<file path="config.mk">
export PLATFORM = sky130hd
export DESIGN_NAME = dcr_trace_buffer_flat
export DESIGN_NICKNAME = d
export VERILOG_FILES = /design/src/rtl/dcr_trace_pkg.sv /design/src/rtl/dcr_trace_buffer_if.sv /design/src/rtl/dcr_trace_ram.sv /design/src/rtl/dcr_trace_buffer.sv /design/src/flat_wrapper.sv
export SDC_FILE = /design/constraint.sdc
export NUM_CORES = 1
export LEC_CHECK = 0
export CORE_ASPECT_RATIO = 0.9
export CORE_UTILIZATION = 61
export DETAILED_ROUTE_END_ITERATION = 8
export PLACE_DENSITY = 0.84
export SYNTH_ARGS = -nofsm -noshare
export SYNTH_HDL_FRONTEND = slang
export SYNTH_SLANG_ARGS = --single-unit
</file>
<file path="constraint.sdc">
create_clock -name clk -period 3.65 [get_ports clk]
set_input_delay 0.73 -clock clk [delete_from_list [all_inputs] [get_ports clk]]
set_output_delay 0.73 -clock clk [all_outputs]
set_load 0.02 [all_outputs]
</file>
<file path="src/rtl/dcr_trace_pkg.sv">
// Shared types for the instruction-trace capture buffer: FSM state,
// stored entry layout and the state encoding seen on StateOut.
package dcr_trace_pkg;

    typedef enum logic [1:0] {
        ST_IDLE  = 2'd0,
        ST_ARMED = 2'd1,
        ST_POST  = 2'd2,
        ST_DONE  = 2'd3
    } trace_state_t;

    localparam logic [1:0] STATE_ENC_IDLE  = 2'd0;
    localparam logic [1:0] STATE_ENC_ARMED = 2'd1;
    localparam logic [1:0] STATE_ENC_POST  = 2'd2;
    localparam logic [1:0] STATE_ENC_DONE  = 2'd3;

    localparam int ENTRY_W = 44;

    // Field order matches RdDataOut, MSB first.
    typedef struct packed {
        logic [1:0]  pc_src;
        logic        mem_write;
        logic        reg_write;
        logic [7:0]  pc;
        logic [31:0] instruction;
    } trace_entry_t;

    function automatic trace_entry_t pack_entry(
        input logic [1:0]  pc_src,
        input logic        mem_write,
        input logic        reg_write,
        input logic [7:0]  pc,
        input logic [31:0] instruction
    );
        trace_entry_t e;
        e.pc_src      = pc_src;
        e.mem_write   = mem_write;
        e.reg_write   = reg_write;
        e.pc          = pc;
        e.instruction = instruction;
        return e;
    endfunction

endpackage

</file>
<file path="src/rtl/dcr_trace_buffer_if.sv">
// Trace observation inputs, arm/trigger control and host readout port of
// the trace buffer; the buffer is the slave, the pipeline/host the master.
interface dcr_trace_buffer_if #(parameter int DEPTH = 16);

    localparam int CNT_W = $clog2(DEPTH + 1);

    logic [31:0]      TraceInstructionIn;
    logic [7:0]       TracePCIn;
    logic [1:0]       TracePCSrcIn;
    logic             TraceRegWriteIn;
    logic             TraceMemWriteIn;
    logic             ArmIn;
    logic [7:0]       TrigPCIn;
    logic             RdReqIn;
    logic [43:0]      RdDataOut;
    logic             RdValidOut;
    logic             EmptyOut;
    logic             FullOut;
    logic [CNT_W-1:0] CountOut;
    logic [1:0]       StateOut;

    modport master (
        output TraceInstructionIn, TracePCIn, TracePCSrcIn, TraceRegWriteIn,
        output TraceMemWriteIn, ArmIn, TrigPCIn, RdReqIn,
        input  RdDataOut, RdValidOut, EmptyOut, FullOut, CountOut, StateOut
    );

    modport slave (
        input  TraceInstructionIn, TracePCIn, TracePCSrcIn, TraceRegWriteIn,
        input  TraceMemWriteIn, ArmIn, TrigPCIn, RdReqIn,
        output RdDataOut, RdValidOut, EmptyOut, FullOut, CountOut, StateOut
    );

endinterface

</file>
<file path="src/rtl/dcr_trace_ram.sv">
// DEPTH x 44 trace storage: one synchronous write port and one registered
// read port. Only the read register is reset; the array itself is not.
module dcr_trace_ram
    import dcr_trace_pkg::*;
#(
    parameter int DEPTH = 16,
    localparam int PTR_W = $clog2(DEPTH)
) (
    input  logic             clk,
    input  logic             rst,
    input  logic             we,
    input  logic [PTR_W-1:0] waddr,
    input  trace_entry_t     wdata,
    input  logic             re,
    input  logic [PTR_W-1:0] raddr,
    output trace_entry_t     rdata
);

    trace_entry_t mem_r [DEPTH];
    trace_entry_t rdata_r;

    // Storage write port.
    always_ff @(posedge clk) begin
        if (we) begin
            mem_r[waddr] <= wdata;
        end
    end

    // Registered read port; holds the last popped entry between reads.
    always_ff @(posedge clk or posedge rst) begin
        if (rst) begin
            rdata_r <= '0;
        end else if (re) begin
            rdata_r <= mem_r[raddr];
        end
    end

    assign rdata = rdata_r;

endmodule

</file>
<file path="src/rtl/dcr_trace_buffer.sv">
// Instruction-trace capture buffer: circular history of pipeline observations,
// PC-match trigger with a post-trigger window, then frozen host readout.
module dcr_trace_buffer
    import dcr_trace_pkg::*;
#(
    parameter int DEPTH      = 16,
    parameter int POST_DEPTH = 8
) (
    input  logic               clk,
    input  logic               rst,
    input  logic               clken,
    dcr_trace_buffer_if.slave  bus
);

    localparam int PTR_W = $clog2(DEPTH);
    localparam int CNT_W = $clog2(DEPTH + 1);
    localparam logic [CNT_W-1:0] CNT_FULL  = CNT_W'(DEPTH);
    localparam logic [CNT_W-1:0] CNT_ONE   = CNT_W'(1);
    localparam logic [CNT_W-1:0] CNT_ZERO  = CNT_W'(0);
    localparam logic [PTR_W-1:0] PTR_ONE   = PTR_W'(1);
    localparam logic [PTR_W-1:0] PTR_ZERO  = PTR_W'(0);
    localparam logic [PTR_W-1:0] POST_LOAD = PTR_W'(POST_DEPTH);

    trace_state_t     state_r;
    trace_state_t     state_nxt_s;
    logic [PTR_W-1:0] wr_ptr_r;
    logic [PTR_W-1:0] wr_ptr_nxt_s;
    logic [PTR_W-1:0] rd_ptr_r;
    logic [PTR_W-1:0] rd_ptr_nxt_s;
    logic [CNT_W-1:0] count_r;
    logic [CNT_W-1:0] count_nxt_s;
    logic [PTR_W-1:0] post_cnt_r;
    logic [PTR_W-1:0] post_cnt_nxt_s;
    logic             full_r;
    logic             empty_r;
    logic             rd_valid_r;
    logic             capture_s;
    logic             pop_s;
    logic             trig_hit_s;
    trace_entry_t     entry_s;
    trace_entry_t     rd_entry_s;

    assign entry_s = pack_entry(bus.TracePCSrcIn, bus.TraceMemWriteIn,
                                bus.TraceRegWriteIn, bus.TracePCIn,
                                bus.TraceInstructionIn);

    // Next-state, pointer, count and post-window decode.
    always_comb begin
        state_nxt_s    = state_r;
        wr_ptr_nxt_s   = wr_ptr_r;
        rd_ptr_nxt_s   = rd_ptr_r;
        count_nxt_s    = count_r;
        post_cnt_nxt_s = post_cnt_r;
        capture_s      = 1'b0;
        pop_s          = 1'b0;
        trig_hit_s     = (bus.TracePCIn == bus.TrigPCIn);

        case (state_r)
            ST_IDLE: begin
                if (bus.ArmIn) begin
                    wr_ptr_nxt_s = PTR_ZERO;
                    rd_ptr_nxt_s = PTR_ZERO;
                    count_nxt_s  = CNT_ZERO;
                    state_nxt_s  = ST_ARMED;
                end else begin
                    state_nxt_s  = ST_IDLE;
                end
            end
            ST_ARMED: begin
                if (clken) begin
                    capture_s = 1'b1;
                    if (trig_hit_s) begin
                        post_cnt_nxt_s = POST_LOAD;
                        state_nxt_s    = ST_POST;
                    end else begin
                        state_nxt_s    = ST_ARMED;
                    end
                end else begin
                    capture_s = 1'b0;
                end
            end
            ST_POST: begin
                if (clken) begin
                    capture_s      = 1'b1;
                    post_cnt_nxt_s = post_cnt_r - PTR_ONE;
                    if (post_cnt_r == PTR_ONE) begin
                        state_nxt_s = ST_DONE;
                    end else begin
                        state_nxt_s = ST_POST;
                    end
                end else begin
                    capture_s = 1'b0;
                end
            end
            ST_DONE: begin
                // Arm takes priority over a simultaneous read request.
                if (bus.ArmIn) begin
                    wr_ptr_nxt_s = PTR_ZERO;
                    rd_ptr_nxt_s = PTR_ZERO;
                    count_nxt_s  = CNT_ZERO;
                    state_nxt_s  = ST_ARMED;
                end else if (bus.RdReqIn && !empty_r) begin
                    pop_s        = 1'b1;
                    rd_ptr_nxt_s = rd_ptr_r + PTR_ONE;
                    count_nxt_s  = count_r - CNT_ONE;
                end else begin
                    pop_s        = 1'b0;
                end
            end
            default: begin
                state_nxt_s = ST_IDLE;
            end
        endcase

        // A capture into a full buffer drops the oldest entry.
        if (capture_s) begin
            wr_ptr_nxt_s = wr_ptr_r + PTR_ONE;
            if (count_r == CNT_FULL) begin
                rd_ptr_nxt_s = rd_ptr_r + PTR_ONE;
            end else begin
                count_nxt_s  = count_r + CNT_ONE;
            end
        end else begin
            wr_ptr_nxt_s = wr_ptr_nxt_s;
        end
    end

    // State, pointers, count and registered status flags.
    always_ff @(posedge clk or posedge rst) begin
        if (rst) begin
            state_r    <= ST_IDLE;
            wr_ptr_r   <= PTR_ZERO;
            rd_ptr_r   <= PTR_ZERO;
            count_r    <= CNT_ZERO;
            post_cnt_r <= PTR_ZERO;
            full_r     <= 1'b0;
            empty_r    <= 1'b1;
            rd_valid_r <= 1'b0;
        end else begin
            state_r    <= state_nxt_s;
            wr_ptr_r   <= wr_ptr_nxt_s;
            rd_ptr_r   <= rd_ptr_nxt_s;
            count_r    <= count_nxt_s;
            post_cnt_r <= post_cnt_nxt_s;
            full_r     <= (count_nxt_s == CNT_FULL);
            empty_r    <= (count_nxt_s == CNT_ZERO);
            rd_valid_r <= pop_s;
        end
    end

    dcr_trace_ram #(.DEPTH(DEPTH)) u_ram (
        .clk   (clk),
        .rst   (rst),
        .we    (capture_s),
        .waddr (wr_ptr_r),
        .wdata (entry_s),
        .re    (pop_s),
        .raddr (rd_ptr_r),
        .rdata (rd_entry_s)
    );

    assign bus.RdDataOut  = rd_entry_s;
    assign bus.RdValidOut = rd_valid_r;
    assign bus.EmptyOut   = empty_r;
    assign bus.FullOut    = full_r;
    assign bus.CountOut   = count_r;
    assign bus.StateOut   = state_r;

endmodule

</file>
<file path="src/flat_wrapper.sv">
// flat-port wrapper written by rule: the top's interface ports become plain ports
module dcr_trace_buffer_flat import dcr_trace_pkg::*;
#(
    parameter int DEPTH      = 16,
    parameter int POST_DEPTH = 8
)
  (clk, rst, clken, bus_TraceInstructionIn, bus_TracePCIn, bus_TracePCSrcIn, bus_TraceRegWriteIn, bus_TraceMemWriteIn, bus_ArmIn, bus_TrigPCIn, bus_RdReqIn, bus_RdDataOut, bus_RdValidOut, bus_EmptyOut, bus_FullOut, bus_CountOut, bus_StateOut);
  dcr_trace_buffer_if #(.DEPTH(DEPTH)) bus_i ();
  input  logic clk;
  input  logic rst;
  input  logic clken;
  input wire logic [$bits(bus_i.TraceInstructionIn)-1:0] bus_TraceInstructionIn;
  input wire logic [$bits(bus_i.TracePCIn)-1:0] bus_TracePCIn;
  input wire logic [$bits(bus_i.TracePCSrcIn)-1:0] bus_TracePCSrcIn;
  input wire logic [$bits(bus_i.TraceRegWriteIn)-1:0] bus_TraceRegWriteIn;
  input wire logic [$bits(bus_i.TraceMemWriteIn)-1:0] bus_TraceMemWriteIn;
  input wire logic [$bits(bus_i.ArmIn)-1:0] bus_ArmIn;
  input wire logic [$bits(bus_i.TrigPCIn)-1:0] bus_TrigPCIn;
  input wire logic [$bits(bus_i.RdReqIn)-1:0] bus_RdReqIn;
  output wire logic [$bits(bus_i.RdDataOut)-1:0] bus_RdDataOut;
  output wire logic [$bits(bus_i.RdValidOut)-1:0] bus_RdValidOut;
  output wire logic [$bits(bus_i.EmptyOut)-1:0] bus_EmptyOut;
  output wire logic [$bits(bus_i.FullOut)-1:0] bus_FullOut;
  output wire logic [$bits(bus_i.CountOut)-1:0] bus_CountOut;
  output wire logic [$bits(bus_i.StateOut)-1:0] bus_StateOut;
  assign bus_i.TraceInstructionIn = bus_TraceInstructionIn;
  assign bus_i.TracePCIn = bus_TracePCIn;
  assign bus_i.TracePCSrcIn = bus_TracePCSrcIn;
  assign bus_i.TraceRegWriteIn = bus_TraceRegWriteIn;
  assign bus_i.TraceMemWriteIn = bus_TraceMemWriteIn;
  assign bus_i.ArmIn = bus_ArmIn;
  assign bus_i.TrigPCIn = bus_TrigPCIn;
  assign bus_i.RdReqIn = bus_RdReqIn;
  assign bus_RdDataOut = bus_i.RdDataOut;
  assign bus_RdValidOut = bus_i.RdValidOut;
  assign bus_EmptyOut = bus_i.EmptyOut;
  assign bus_FullOut = bus_i.FullOut;
  assign bus_CountOut = bus_i.CountOut;
  assign bus_StateOut = bus_i.StateOut;
  dcr_trace_buffer #(.DEPTH(DEPTH), .POST_DEPTH(POST_DEPTH)) u_core (.clk(clk), .rst(rst), .clken(clken), .bus(bus_i));
endmodule
</file>
# == Word-level counts from Yosys, hierarchy flattened ==
# Memory sizes are Yosys's and may differ from the RTL's. A register that Yosys moved wholly into a read port is not among the register bits.
# Index checks and enable logic that the tools add are counted.
# classes
add_sub_neg,5
eq_ne,11
muxes,33
reduce_logical,12
# op_table
operator,n
$mux W4,11
$mux W5,5
$pmux W4 S2,2
$eq A5 B5 Y1 const B,2
$pmux W5 S2,1
$mux W1,9
$add A4 B1 Y4 const B,2
$eq A8 B8 Y1,1
$mux W2,4
$pmux W2 S4,1
$ne A2 B2 Y1 const B,3
$reduce_bool A2 Y1,3
$add A5 B1 Y5 const B,1
$logic_not A5 Y1,1
$sub A5 B1 Y5 const B,1
$eq A2 B2 Y1 const B,2
$eq A4 B1 Y1 const B,1
$reduce_and A4 Y1,1
$reduce_or A2 Y1,2
$sub A4 B1 Y4 const B,1
$reduce_and A3 Y1,1
$eq A2 B1 Y1 const B,1
$logic_not A2 Y1,1
$ne A2 B1 Y1 const B,1
other kinds (3),3
# totals
reg_bits,22
ramBits,704
input_bits,57
output_inout_bits,54
wordCells,70
mem_count,1
# mem_list
memory,words,word_bits,rd,rd_ports_with_merged_regs,write_ports,line_no,source
u_core.u_ram.mem_r,16,44,1,1,1,dcr_trace_ram.sv:19,trace_entry_t mem_r [DEPTH];

# == Logic depth before layout (Yosys ltp) ==
# depth
word_depth,8
ltp_mapped,9
mapped_depth_nobuf,7

# == Cells and area by module ==
# From an unflattened synthesis, not the netlist that was laid out.
# hier_totals
cells_unflattened,1369
hier_area_um2,29877.4
# modules_own_cells
module,instances,cells_each,area_per_inst_um2,seq_area_each_um2
dcr_trace_ram,1,1197,28333.4,22241.3
dcr_trace_buffer,1,172,1544.0,551.8

# == Worst setup path after synthesis ==
# Ideal clock, no wire load.
# synth_path
kind,register to register
from,register u_core.state_r[0] (netlist: u_core.bus.StateOut[0])
to,memory u_core.u_ram.mem_r[4][0] (netlist bit) (enable)
setup_time_ps,406
t_arrival_ps,2689
required_ps,3244
path_slack_ps,555
stages_incl_launch_ff,7
n_path_buf,1
synth_period_minus_slack_ps,3095
path_cell_list,dfrtp_1 > inv_1 > ha_1 > clkbuf_1 > and3_1 > nor2b_1 > and2_1
# synth_between
elab_chain_len,5
# synth_rtl
item,line_no,source
"start, declared",dcr_trace_buffer.sv:24,trace_state_t state_r;
"start signal, assigned",dcr_trace_buffer.sv:140,state_r <= state_nxt_s;
$eq A2 B1 Y1 or $eq A2 B2 Y1 (tied branches),dcr_trace_buffer.sv:58,case (state_r)
$reduce_or A2 Y1 (no source line) (*),--,
$mux W1 (*),--,
$mux W1 (*),dcr_trace_ram.sv:24,if (we) begin
$mux W1 (not written as such) (*),dcr_trace_ram.sv:25,mem_r[waddr] <= wdata;
"end, declared",dcr_trace_ram.sv:19,
# Every way passes the cells marked *; elsewhere a longest branch is shown, timed or not.

# == Worst setup path in the final report ==
# layout_path
from,input port bus_TracePCIn[2]
to,register u_core.post_cnt_r[2]
# layout_between
elab_chain_len,3
# layout_rtl
item,line_no,source
"start, declared",flat_wrapper.sv:13,input wire logic [$bits(bus_i.TracePCIn)-1:0] bus_TracePCIn;
$eq A8 B8 Y1,dcr_trace_buffer.sv:56,trig_hit_s = (bus.TracePCIn == bus.TrigPCIn);
$ne A2 B1 Y1 (no source line),--,
$reduce_and A4 Y1 (no source line),--,
"end signal, assigned",dcr_trace_buffer.sv:144,post_cnt_r <= post_cnt_nxt_s;
"end, declared",dcr_trace_buffer.sv:32,logic [PTR_W-1:0] post_cnt_r;
# No other way between the ends.
# A chain may end at the register's enable or synchronous reset.

==> impl_results.md <==
* Status: complete, no violations
* Yosys warnings at 0
* Reg2Reg Depth at 6
* Via count of the first global-routing pass at roughly 16000
* Number of instances in the synthesized netlist at 1341
* Min Hold Slack at ~0.51 ns
* Critical Path Start: bus_TracePCIn[2]
* Final count of pins violating max slew at 0
* RSZ-0062 raised after global routing: no
* H-tree Lvls at 3
* Critical Path RT at a little over 4 ns
* Starting Density at between 60% and 70%
* Syn Area/Cell at 22.1 um^2
* Post-synth cell types at between 50 and 60
* Maximum fanout encountered on the critical timing path at 17
* TritonCTS Buffers at 75
* Min Clock Period, post-route at 2.92 ns
* Data arrival time of the critical path at 3.40 ns
* Total negative setup slack at 0 ns
* Finished layout cell area at 34400 um^2
* Insertion delay to the later sink of the worst-skew pair at 0.62 ns
* Number of flops mapped to enable cells by yosys at between 700 and 800
* Number of buffers added to fix hold violations after cts at 0
* Worst setup slack for register-to-register paths at 0.90 ns
* Worst Hold Class: input port to async pin
* Router iterations before antenna repair at 9
* Floorplan Core Area at 47900 um^2
* Post-synthesis instance area at 29600 um^2
* GRT Util Overall at 30.6%
* Post-CTS sizing at 0
* Global route total overflow at 0
* Count of placed standard cells in the final layout, fillers left out at 2198
* Power per cell area at 570 nW/um^2
* Detailed Route WL at 73100 um
* Worst-margin pin slew at 1.16 ns
* Total via count after detailed routing at 15400
* Estimated wirelength of the detail-placed design at 35700 um
* First-iteration detailed-routing DRC count at 2200
* Maximum ir drop on the vdd rail at 0.352 mV
* Clock tree from TritonCTS: built
* Initial antenna violation count at 3
* Maximum number of pins on one net before global-route repair at 45
* Die Wd at 234 um
* Wire length of the first global-routing pass at between 100000 and 150000 um
* Part of the Yosys area used for sequential elements at around three quarters
* Termination of the worst setup path: u_core.post_cnt_r[2]
* Area share of the largest cell type after synthesis at 71.3%
* Count of standard-cell rows at 76
* Post-synth ARST share at about 8.6%
* Area enclosed by the die boundary at 49500 um^2
* Pre-CTS setup slack at between 0.15 and 0.2 ns
* Max Root-Sink Buffers at 3
* Area Overhead vs Synth at 16.0%
* Synthesized netlist net count at 1411
* TritonCTS Sinks at 770
* Final worst path period share at ~80%
* Clock tree root buffer cell: clkbuf_16
* Cell accounting for the most synthesized area: edfxtp_1
* DRC violations left at 0
* Most used cells in the layout excluding fill and tap cells: edfxtp_1 (704), mux4_2 (176), clkdlybuf4s50_1 (110)
* CP Launch Type: input port
* Max Cap Violations at 0
* Total count of hold-check failures in the final report at 0
* Height of the die at 211 um
* Routability cong. at about 0.78
* Most used DFF post-synth: edfxtp_1
* Critical setup path kind: input port to flop
* Most common cell after layout, fill and taps aside: edfxtp_1
* Filler Cell Count at 2544
* Number of cells after detailed placement at 2058
* Crit. End Element: flop
* Net count reported at finish at 1581
* Top achievable clock speed at 343 MHz
* PnR worst setup slack at 0.734 ns
* Port Buf Inserts at 110
* Post-DR wirelength/cell at 33.3 um
* Io pins at between 100 and 150
* Antenna violation net count after detailed routing at 0
* Static Leak at 10.9 nW
* Fraction of final layout cells with drive strength greater than 1 at 26.3%
* Clock-pin slew of the registers on the worst-case setup and hold paths at ~0.060 ns
* Setup Skew at 0.0295 ns
* Buffers inserted during post-CTS setup optimization at 0
* Final Setup Violations at 0
* Worst reg2reg path endpoint: u_core.u_ram.rdata[8]
* Leading cell types by total area after synthesis: edfxtp_1 (71%), mux4_2 (13%), dfrtp_1 (5.5%)
* Number of storage elements in the synthesis netlist at 770
* Post-place instance area at roughly 32000 um^2
* Worst r2r src: u_core.bus.StateOut[0]
* Via/cell ratio at roughly 7
* Max-slew headroom at the worst pin at 22.4%
[state kept, by name, indices dropped and copies added (netlist names), named ones only]
register	flops
u_core.bus.FullOut	1
u_core.rd_ptr_r	4
u_core.bus.CountOut	5
u_core.bus.EmptyOut	1
u_core.u_ram.rdata	44
u_core.u_ram.mem_r	704
u_core.wr_ptr_r	4
u_core.post_cnt_r	4
u_core.bus.RdValidOut	1
u_core.bus.StateOut	1
[worst min-delay path by stage]
stage                                       from                     end  depth (start not counted)
after detailed placement  u_core.u_ram.rdata[38]  u_core.u_ram.rdata[38]                          1
after CTS                                    rst  u_core.u_ram.rdata[37]                          2
after global routing                         rst      u_core.wr_ptr_r[1]                          2
final                                        rst      u_core.bus.FullOut                          2
after floorplan             u_core.post_cnt_r[1]    u_core.post_cnt_r[1]                          1
after global placement      u_core.post_cnt_r[1]    u_core.post_cnt_r[1]                          1
[cell families (layout without fill, tap and decap cells)]
logic type	after synthesis	in the layout	synth area share, %
compound gates	94	94	2.43
fa+ha+maj	13	13	0.549
other cells	0	2	0
buf+inv	77	308	1.28
simple gates	109	109	1.88
mux	268	268	16.7
flops	770	770	76.9
xor+xnor	10	10	0.296
[critical path, stage by stage]
cell             delay (ns)
clkdlybuf4s50_1        0.85
xor2_1                 0.21
nor4_1                 0.68
buf_4                  0.24
a21bo_2                0.16
nand3b_1               0.14
a221o_1                0.38
[cell usage after synthesis (all sizes together) (2+ instances only)]
library cell / instances
o211ai: 3
a22oi: 11
edfxtp: 704
nor2: 38
mux2: 43
and2: 13
a221o: 30
a21boi: 3
buf: 33
clkbuf: 33
inv: 11
nor3b: 5
nor4: 5
nor2b: 5
and3: 5
nand4: 3
a21oi: 6
nand2: 15
a21o: 2
ha: 13
mux2i: 49
a22o: 3
o21ai: 24
dfrtp: 65
nor3: 6
xor2: 9
mux4: 176
nand3: 5
nand2b: 4
[report_power, final]
part | leakage (nW) | switching (mW) | internal [mW] | total (mW)
combinational | 2.47 | 0.856 | 0.592 | 1.45
sequential | 7.23 | 0.210 | 10.0 | 10.2
clock | 1.23 | 3.36 | 4.57 | 7.93
[final cells by class]
type	instances	area (um^2)	area share (%)
multi-input cells	494	6490	18.9
clock inverters	43	465	1.35
clock buffers	95	2040	5.94
inverters	11	42.5	0.124
well taps	624	781	2.27
flip-flops and latches	770	22800	66.3
repair buffers	159	1760	5.11
diodes	2	5.00	0.0146
[through the flow]
step | total power, mW | utilization [%]
2_1_floorplan | 11.1 | -
3_3_place_gp | 11.7 | 66.5
3_5_place_dp | 11.8 | 66.5
4_1_cts | 19.7 | 71.7
5_1_grt | 20.1 | 71.8
6_report | 19.6 | 71.8
[metal layers]
layer / up-vias / routed length (um) / GRT usage [%]
li1: 5946 / - / -
met1: 7912 / 26200 / 41.8
met2: 1283 / 36300 / 48.6
met3: 259 / 7220 / 5.98
met4: 2 / 3310 / 13.5
met5: - / 13 / 0
Power figures use the tool's default switching activity.
